File: config.mk
export PLATFORM = sky130hd
export DESIGN_NAME = io_port_bank_flat
export DESIGN_NICKNAME = d
export VERILOG_FILES = /design/src/rtl/io_port_bank_if.sv /design/src/rtl/io_port_bank.sv /design/src/flat_wrapper.sv
export SDC_FILE = /design/constraint.sdc
export NUM_CORES = 1
export LEC_CHECK = 0
export BUFFER_PORTS_ARGS = -buffer_cell sky130_fd_sc_hd__buf_2
export CAP_MARGIN = 10
export CORE_AREA = 8 8 140 142
export CTS_CLUSTER_DIAMETER = 80
export DETAILED_ROUTE_END_ITERATION = 10
export DIE_AREA = 0 0 148 150
export PLACE_DENSITY_LB_ADDON = 0.2
export SKIP_CTS_REPAIR_TIMING = 1
export SYNTH_ARGS = -nofsm -noshare
export SYNTH_HDL_FRONTEND = slang
export SYNTH_SLANG_ARGS = --single-unit
File: constraint.sdc
create_clock -name Clk -period 3.6 [get_ports Clk]
set_clock_uncertainty 0.05 [all_clocks]
set_input_delay 0.18 -clock Clk [delete_from_list [all_inputs] [get_ports Clk]]
set_output_delay 0.18 -clock Clk [all_outputs]
set_load 0.02 [all_outputs]
File: src/rtl/io_port_bank_if.sv
// Register bus between the core's execute stage and io_port_bank.
// Single-cycle strobes; rd_data/rd_valid come back one cycle later.
interface io_port_bank_if #(
  parameter int DATA_W  = 8,
  parameter int PORT_AW = 2
);
  logic              wr_en;
  logic              rd_en;
  logic [PORT_AW-1:0] port_sel;
  logic [1:0]        reg_sel;
  logic [DATA_W-1:0] wr_data;
  logic [DATA_W-1:0] rd_data;
  logic              rd_valid;

  modport master (
    output wr_en, rd_en, port_sel, reg_sel, wr_data,
    input  rd_data, rd_valid
  );

  modport slave (
    input  wr_en, rd_en, port_sel, reg_sel, wr_data,
    output rd_data, rd_valid
  );
endinterface

File: src/rtl/io_port_bank.sv
// N-port I/O bank: per-port input synchroniser, output latch, sticky edge
// flags with interrupt mask, behind a single-cycle register bus.
module io_port_lane #(
  parameter int DATA_W      = 8,
  parameter int SYNC_STAGES = 2,
  parameter int EDGE_MODE   = 0
) (
  input  logic              clk,
  input  logic              rst_n,
  input  logic [DATA_W-1:0] pin,
  input  logic              armed,
  input  logic              wr_out,
  input  logic              wr_flag,
  input  logic              wr_ien,
  input  logic [DATA_W-1:0] wr_data,
  output logic [DATA_W-1:0] out_q,
  output logic [DATA_W-1:0] in_q,
  output logic [DATA_W-1:0] flag_q,
  output logic [DATA_W-1:0] ien_q,
  output logic              irq_req
);
  logic [SYNC_STAGES-1:0][DATA_W-1:0] sync_q;
  logic [DATA_W-1:0] prev_q;
  logic [DATA_W-1:0] edge_hit;
  logic [DATA_W-1:0] clr_mask;

  assign in_q     = sync_q[SYNC_STAGES-1];
  assign clr_mask = wr_flag ? wr_data : '0;
  assign irq_req  = |(flag_q & ien_q);

  always_comb begin
    edge_hit = '0;
    if (armed) begin
      case (EDGE_MODE)
        0:       edge_hit = in_q & ~prev_q;
        1:       edge_hit = ~in_q & prev_q;
        default: edge_hit = in_q ^ prev_q;
      endcase
    end
  end

  always_ff @(posedge clk or negedge rst_n) begin
    if (!rst_n) begin
      sync_q <= '0;
      prev_q <= '0;
      out_q  <= '0;
      flag_q <= '0;
      ien_q  <= '0;
    end else begin
      sync_q[0] <= pin;
      for (int i = 1; i < SYNC_STAGES; i++) sync_q[i] <= sync_q[i-1];
      prev_q <= in_q;
      if (wr_out) out_q <= wr_data;
      if (wr_ien) ien_q <= wr_data;
      // OR-ing the new edges in after the clear lets a same-cycle set win
      flag_q <= (flag_q & ~clr_mask) | edge_hit;
    end
  end
endmodule

module io_port_bank #(
  parameter int DATA_W      = 8,
  parameter int N_PORTS     = 4,
  parameter int PORT_AW     = 2,
  parameter int SYNC_STAGES = 2,
  parameter int EDGE_MODE   = 0
) (
  input  logic                           Clk,
  input  logic                           Rst,
  input  logic [N_PORTS-1:0][DATA_W-1:0] Input_pins,
  output logic [N_PORTS-1:0][DATA_W-1:0] Output_pins,
  io_port_bank_if.slave                  bus,
  output logic                           irq
);
  localparam int              CW      = $clog2(SYNC_STAGES + 2);
  localparam logic [CW-1:0]   ARM_MAX = CW'(SYNC_STAGES + 1);
  localparam logic [1:0]      REG_OUT  = 2'd0;
  localparam logic [1:0]      REG_IN   = 2'd1;
  localparam logic [1:0]      REG_FLAG = 2'd2;
  localparam logic [1:0]      REG_IEN  = 2'd3;

  logic [CW-1:0] arm_cnt;
  logic          armed;
  logic [N_PORTS-1:0]             port_hit;
  logic [N_PORTS-1:0]             irq_v;
  logic [N_PORTS-1:0][DATA_W-1:0] in_v, flag_v, ien_v;
  logic [DATA_W-1:0]              rd_mux;

  // Holds off edge detection until the synchroniser and prev flop have
  // filled with real pin values after reset release.
  always_ff @(posedge Clk or negedge Rst) begin
    if (!Rst)                 arm_cnt <= '0;
    else if (arm_cnt != ARM_MAX) arm_cnt <= arm_cnt + 1'b1;
  end
  assign armed = (arm_cnt == ARM_MAX);

  for (genvar p = 0; p < N_PORTS; p++) begin : g_lane
    // Out-of-range selects match no lane, so they fall through harmlessly
    assign port_hit[p] = (bus.port_sel == PORT_AW'(p));

    io_port_lane #(
      .DATA_W      (DATA_W),
      .SYNC_STAGES (SYNC_STAGES),
      .EDGE_MODE   (EDGE_MODE)
    ) u_lane (
      .clk     (Clk),
      .rst_n   (Rst),
      .pin     (Input_pins[p]),
      .armed   (armed),
      .wr_out  (bus.wr_en && port_hit[p] && bus.reg_sel == REG_OUT),
      .wr_flag (bus.wr_en && port_hit[p] && bus.reg_sel == REG_FLAG),
      .wr_ien  (bus.wr_en && port_hit[p] && bus.reg_sel == REG_IEN),
      .wr_data (bus.wr_data),
      .out_q   (Output_pins[p]),
      .in_q    (in_v[p]),
      .flag_q  (flag_v[p]),
      .ien_q   (ien_v[p]),
      .irq_req (irq_v[p])
    );
  end

  always_comb begin
    rd_mux = '0;
    for (int p = 0; p < N_PORTS; p++) begin
      if (port_hit[p]) begin
        case (bus.reg_sel)
          REG_OUT:  rd_mux = Output_pins[p];
          REG_IN:   rd_mux = in_v[p];
          REG_FLAG: rd_mux = flag_v[p];
          default:  rd_mux = ien_v[p];
        endcase
      end
    end
  end

  // Read samples current register values, so a same-cycle write is not seen
  always_ff @(posedge Clk or negedge Rst) begin
    if (!Rst) begin
      bus.rd_data  <= '0;
      bus.rd_valid <= 1'b0;
      irq          <= 1'b0;
    end else begin
      if (bus.rd_en) bus.rd_data <= rd_mux;
      bus.rd_valid <= bus.rd_en;
      irq          <= |irq_v;
    end
  end
endmodule

File: src/flat_wrapper.sv
// flat-port wrapper written by rule: the top's interface ports become plain ports
module io_port_bank_flat 
#(
  parameter int DATA_W      = 8,
  parameter int N_PORTS     = 4,
  parameter int PORT_AW     = 2,
  parameter int SYNC_STAGES = 2,
  parameter int EDGE_MODE   = 0
)
  (Clk, Rst, Input_pins, Output_pins, irq, bus_wr_en, bus_rd_en, bus_port_sel, bus_reg_sel, bus_wr_data, bus_rd_data, bus_rd_valid);
  io_port_bank_if #(.DATA_W(DATA_W), .PORT_AW(PORT_AW)) bus_i ();
  input  logic Clk;
  input  logic Rst;
  input  logic [N_PORTS-1:0][DATA_W-1:0] Input_pins;
  output logic [N_PORTS-1:0][DATA_W-1:0] Output_pins;
  output logic irq;
  input wire logic [$bits(bus_i.wr_en)-1:0] bus_wr_en;
  input wire logic [$bits(bus_i.rd_en)-1:0] bus_rd_en;
  input wire logic [$bits(bus_i.port_sel)-1:0] bus_port_sel;
  input wire logic [$bits(bus_i.reg_sel)-1:0] bus_reg_sel;
  input wire logic [$bits(bus_i.wr_data)-1:0] bus_wr_data;
  output wire logic [$bits(bus_i.rd_data)-1:0] bus_rd_data;
  output wire logic [$bits(bus_i.rd_valid)-1:0] bus_rd_valid;
  assign bus_i.wr_en = bus_wr_en;
  assign bus_i.rd_en = bus_rd_en;
  assign bus_i.port_sel = bus_port_sel;
  assign bus_i.reg_sel = bus_reg_sel;
  assign bus_i.wr_data = bus_wr_data;
  assign bus_rd_data = bus_i.rd_data;
  assign bus_rd_valid = bus_i.rd_valid;
  io_port_bank #(.DATA_W(DATA_W), .N_PORTS(N_PORTS), .PORT_AW(PORT_AW), .SYNC_STAGES(SYNC_STAGES), .EDGE_MODE(EDGE_MODE)) u_core (.Clk(Clk), .Rst(Rst), .Input_pins(Input_pins), .Output_pins(Output_pins), .bus(bus_i), .irq(irq));
endmodule
# Word level (Yosys, flattened, before mapping)
# Index checks and enable logic that the tools add are counted.
[totals]
out_inout_bits = 42
latch_bits = 0
inputBits = 48
romBits = 0
mem_count = 0
reg_bits = 204
ramBits = 0
[op_classes]
div = 0
multipliers = 0
n_addsub = 1
muxes = 16
shifts = 0
eq_ne = 8
n_reduce_logical = 19
n_bitwise = 24
order_cmp = 0
[op_table]
columns = ["cell", "n"]
rows = [
  ["bitwise AND 8 bit", 12],
  ["two-way mux 8 bit", 12],
  ["one-hot mux 8 bit (3 select lines)", 4],
  ["NOT 8 bit", 8],
  ["OR 8 bit", 4],
  ["OR reduction 32 bit", 1],
  ["logical AND 1 bit", 16],
  ["equality test 2 bit, second input constant", 5],
  ["equality test 2 x 1 -> 1 bit, second input constant", 2],
  ["logical NOT 2 bit", 2],
  ["adder 2 x 1 -> 2 bit, second input constant", 1],
  ["inequality test 2 bit, second input constant", 1],
]

# Longest topological paths before layout
[depth]
ltp_word = 7
depth_mapped = 7
depth_no_buf = 4

# Hierarchy
# Synthesis repeated with hierarchy kept, for this count alone.
[unflattened]
cells_unflattened = 558
hier_area_um2 = 8470.6
[modules_own_cells]
columns = ["module", "cells_each", "instances", "area_each_um2"]
rows = [
  ["io_port_lane", 105, 4, 1711.6],
  ["io_port_bank", 138, 1, 1624.1],
]

# Least setup slack after synthesis
# Ideal clock, no wire load.
[synth_timing]
kind = "reg-to-reg"
from = "register u_core.g_lane[0].u_lane.out_q[0]"
to = "register u_core.bus.rd_data[0]"
slack_ns = 2.095
period_less_slack_ns = 1.505
setup_ns = 0.141
path_stages_with_launch = 5
n_path_buf = 0
arrival_time_ns = 1.314
cell_sequence = "dfrtp_1 > mux4_1 > mux2_2 > nand2_1 > a31oi_1"
[synth_between]
elab_chain_len = 5
[synth_lines]
columns = ["element", "line", "rtl"]
rows = [
  ["from (decl)", "io_port_bank.sv:16", "output logic [DATA_W-1:0] out_q,"],
  ["from (signal assigned)", "io_port_bank.sv:53", "if (wr_out) out_q <= wr_data;"],
  ["one-hot mux 8 bit (3 select lines)", "io_port_bank.sv:126", "case (bus.reg_sel)"],
  ["two-way mux 8 bit (4 in a row)", "io_port_bank.sv:125", "if (port_hit[p]) begin"],
  ["to (signal assigned)", "io_port_bank.sv:143", "if (bus.rd_en) bus.rd_data <= rd_mux;"],
  ["to (decl)", "io_port_bank_if.sv:22", "output rd_data, rd_valid"],
]
# No other way between the ends.
# A chain may end at the register's enable or synchronous reset.

# Worst setup path after layout
[layout_timing]
from = "input port bus_reg_sel[1]"
to = "register u_core.bus.rd_data[3]"
[layout_between]
elab_chain_len = 6
elab_cells_between_ends = 11
cone_classes = "eq/ne (2); mux (8); reduce/logical (1)"
[layout_lines]
columns = ["element", "line", "rtl"]
rows = [
  ["from (decl)", "flat_wrapper.sv:20", "input wire logic [$bits(bus_i.reg_sel)-1:0] bus_reg_sel;"],
  ["equality test 2 bit, or another cell as far along", "io_port_bank.sv:126", ""],
  ["one-hot mux 8 bit (3 select lines)", "io_port_bank.sv:126", ""],
  ["two-way mux 8 bit (3 in a row)", "io_port_bank.sv:125", ""],
  ["two-way mux 8 bit *", "io_port_bank.sv:125", ""],
]
# Mark *: on every way between the ends. The rest lies on a longest branch, timed or not.

==> flow_summary_export.csv <==
group,metric,value,unit
global_route,grt_max_degree,108,
placement,dp_worst_setup_slack,1.22,ns
synth,netlist_area,8050,um2
drt,firstDrtPassIters,4,
worst_setup_path,end_kind,"register",
sta,finalMaxSlewViolations,0,
worst_setup_path,crit_required,3.91,ns
drt,ant_nets,0,
clock_network,ctsLongestPathBuffers,3,
clock_network,cts_num_sinks,204,
drt,wl,20400,um
run_status,status,"completed",
drt,vias,5257,
power,power,0.00575,W
finish,nets,742,
worst_setup_path,reg2regPathDepth,4,
synth,ys_ff_latch,204,
synth,synth.avg_cell_area,14.1,um2
drt,routed-wl-met2,9510,um
floorplan,placementRows,49,
sta,fmax,530,MHz
drt,wl_per_cell,21.7,um
synth,synth_fp_nets,620,
drt,wl_met1,9020,um
sta,tightest_slew,0.916,ns
worst_setup_path,cp_max_fo,41,
finish,n_antenna_cell,0,
finish,syn2layout_area_growth,20.8,%
synth,synth.area.top_cells,"dfrtp_1 63%, mux2_2 9.2%, mux2i_1 5.2%",
clock_network,cts_tree,"yes",
floorplan,io_pins,90,
synth,synth_ff_type,"dfrtp_1",
worst_setup_path,startpoint_type,"input pin",
synth,ys_seq_area_frac,0.634,
synth,synth_cell_type_count,43,
synth,syn_inst,571,
job,max-cap-violations,0,
placement,dp_hpwl,13900,um
synth,synth_top_area_frac,0.634,
synth,async_flop_share,1.00,
synth,yosysMostFrequentCell,"dfrtp_1",
floorplan,core,17500,um2
worst_setup_path,reg2reg_from,"u_core.arm_cnt[0]",
power,ir_drop,0.000381,V
min_path,hold_depth,3,
worst_setup_path,r2r_setup_slack,1.73,ns
worst_setup_path,cp.arrival,2.20,ns
power,p_per_area,591,nW/um2
drt,drtIter0Drc,395,
clock_network,htreeDepth,1,
sta,slew_headroom,0.389,
drt,remaining_drc_errors,0,
power,p_leak,4.32,nW
worst_setup_path,timing.rr.end,"u_core.g_lane[0].u_lane.flag_q[4]",
clock_network,clk_latency,0.50,ns
drt,dr_wl_met3,1370,um
min_path,hp-start,"bus_port_sel[1]",
sta,finalCritPeriodShare,0.524,
floorplan,die_area,22200,um2
global_route,grt_remaining_overflow,0,
worst_setup_path,path_class,"input pin to register",
synth,synth_top_area_cell,"dfrtp_1",
synth,ys_warn_count,0,
drt,highest_layer,"met4",
sta,fin_crit,1.89,ns
clock_network,clkTransAtPathRegs,0.06,ns
global_route,antenna_found_initial,0,
floorplan,die_w,148,um
floorplan,start_util,0.459,
synth,synth_edf_count,0,
sta,finalHoldViolCount,0,
sta,layout_setup_ws,1.71,ns
global_route,grt.total_usage,0.186,
floorplan,die_y,150,um
clock_network,cts_buffers,22,
global_route,grt_pass1_vias,5481,
drt,vias_per_cell,5.60,
global_route,grt_pass1_wl,32200,um
sta,fin_setup_tns,0,ns
finish,drive_gt1_frac,0.306,
min_path,worstHoldPathType,"input pin to register",
min_path,worstHoldEndpoint,"u_core.bus.rd_data[6]",
synth,synth_commonest_cells,"204 x dfrtp_1, 74 x nand2_1, 66 x mux2_2",
sta,finalSetupViolations,0,
placement,port_buffers,89,
placement,place_congestion,0.884,
sta,grt_setup_unrepaired,"false",
clock_network,ctsRootBufferMaster,"clkbuf_16",
sta,whs,0.0245,ns
==> cells in the final DEF, fill, tap and decap left out, types with 8 or more instances in the layout <==
| cell | synthesis | routed |
|---|---|---|
| clkbuf_16 | 0 | 23 |
| nand3_1 | 8 | 8 |
| nand2_1 | 74 | 74 |
| nor2_1 | 10 | 10 |
| o2bb2ai_1 | 30 | 30 |
| dlygate4sd3_1 | 0 | 34 |
| a22oi_1 | 21 | 21 |
| a211oi_1 | 8 | 8 |
| dfrtp_1 | 204 | 204 |
| mux2i_1 | 42 | 42 |
| buf_2 | 4 | 88 |
| a21oi_1 | 8 | 8 |
| mux2_2 | 66 | 66 |
==> per-layer routing <==
| layer | vias to the layer above | global-route usage |
|---|---|---|
| li1 | 2333 | - |
| met1 | 2704 | 0.255 |
| met2 | 177 | 0.295 |
| met3 | 43 | 0.0384 |
| met4 | 0 | 0.0505 |
| met5 | - | 0 |
==> registers in the layout, summed over array words and instances, names as in the netlist <==
name / flops
u_core.g_lane.u_lane.flag_q: 32
u_core.g_lane.u_lane.ien_q: 32
u_core.g_lane.u_lane.in_q: 32
u_core.g_lane.u_lane.out_q: 32
u_core.g_lane.u_lane.prev_q: 32
u_core.g_lane.u_lane.sync_q: 32
u_core.bus.rd_data: 8
u_core.arm_cnt: 2
u_core.bus.rd_valid: 1
u_core.irq: 1
==> cell type report <==
class,instances,area (um2)
Timing Repair Buffer,127,850
Tap cell,229,287
Inverter,5,18.8
Sequential cell,204,5100
Clock inverter,9,57.6
Multi-Input combinational cell,333,2750
Clock buffer,31,656
Fill cell,1468,7810
==> worst max-delay path, stage by stage <==
cell and delay [ns]:
buf_2 0.64, nor2b_1 0.67, a221oi_1 0.24, o311ai_1 0.33, o211ai_1 0.13
==> worst max-delay path by stage <==
stage,startpoint,endpoint,slack (ns),depth (start not counted)
after floorplan,u_core.g_lane[0].u_lane.out_q[0],u_core.bus.rd_data[0],2.10,4
after global placement,bus_reg_sel[1],u_core.bus.rd_data[3],1.30,5
after detailed placement,bus_reg_sel[1],u_core.bus.rd_data[4],1.22,5
after CTS,u_core.arm_cnt[0],u_core.g_lane[0].u_lane.flag_q[4],1.73,4
after global routing,bus_reg_sel[1],u_core.bus.rd_data[3],1.57,5
final,bus_reg_sel[1],u_core.bus.rd_data[3],1.71,5
==> where the power goes <==
part | total (W) | internal [W] | leakage, nW | switching, W
Sequential | 0.00275 | 0.00254 | 2.32 | 0.000203
Combinational | 0.000839 | 0.000382 | 1.65 | 0.000457
Clock | 0.00216 | 0.00128 | 0.351 | 0.000889
==> through the flow <==
step / cell area, um2 / std cells / util
2_1_floorplan: 8050 / 571 / -
3_3_place_gp: 8670 / 864 / 0.495
3_5_place_dp: 8670 / 864 / 0.495
4_1_cts: 9390 / 904 / 0.535
5_1_grt: 9730 / 938 / 0.555
6_report: 9730 / 938 / 0.555
==> kinds of logic (layout without fill, tap and decap cells) <==
kind of cell | after synthesis | after routing | synth area share
xor gates and xnor gates | 1 | 1 | 0.00109
buffers and inverters | 34 | 172 | 0.0241
AOI/OAI and AO/OA | 87 | 87 | 0.0847
adders and majority gates | 1 | 1 | 0.00155
and+or+nand+nor | 123 | 123 | 0.0738
muxes | 121 | 121 | 0.181
DFF | 204 | 204 | 0.634
Power figures use the tool's default switching activity.
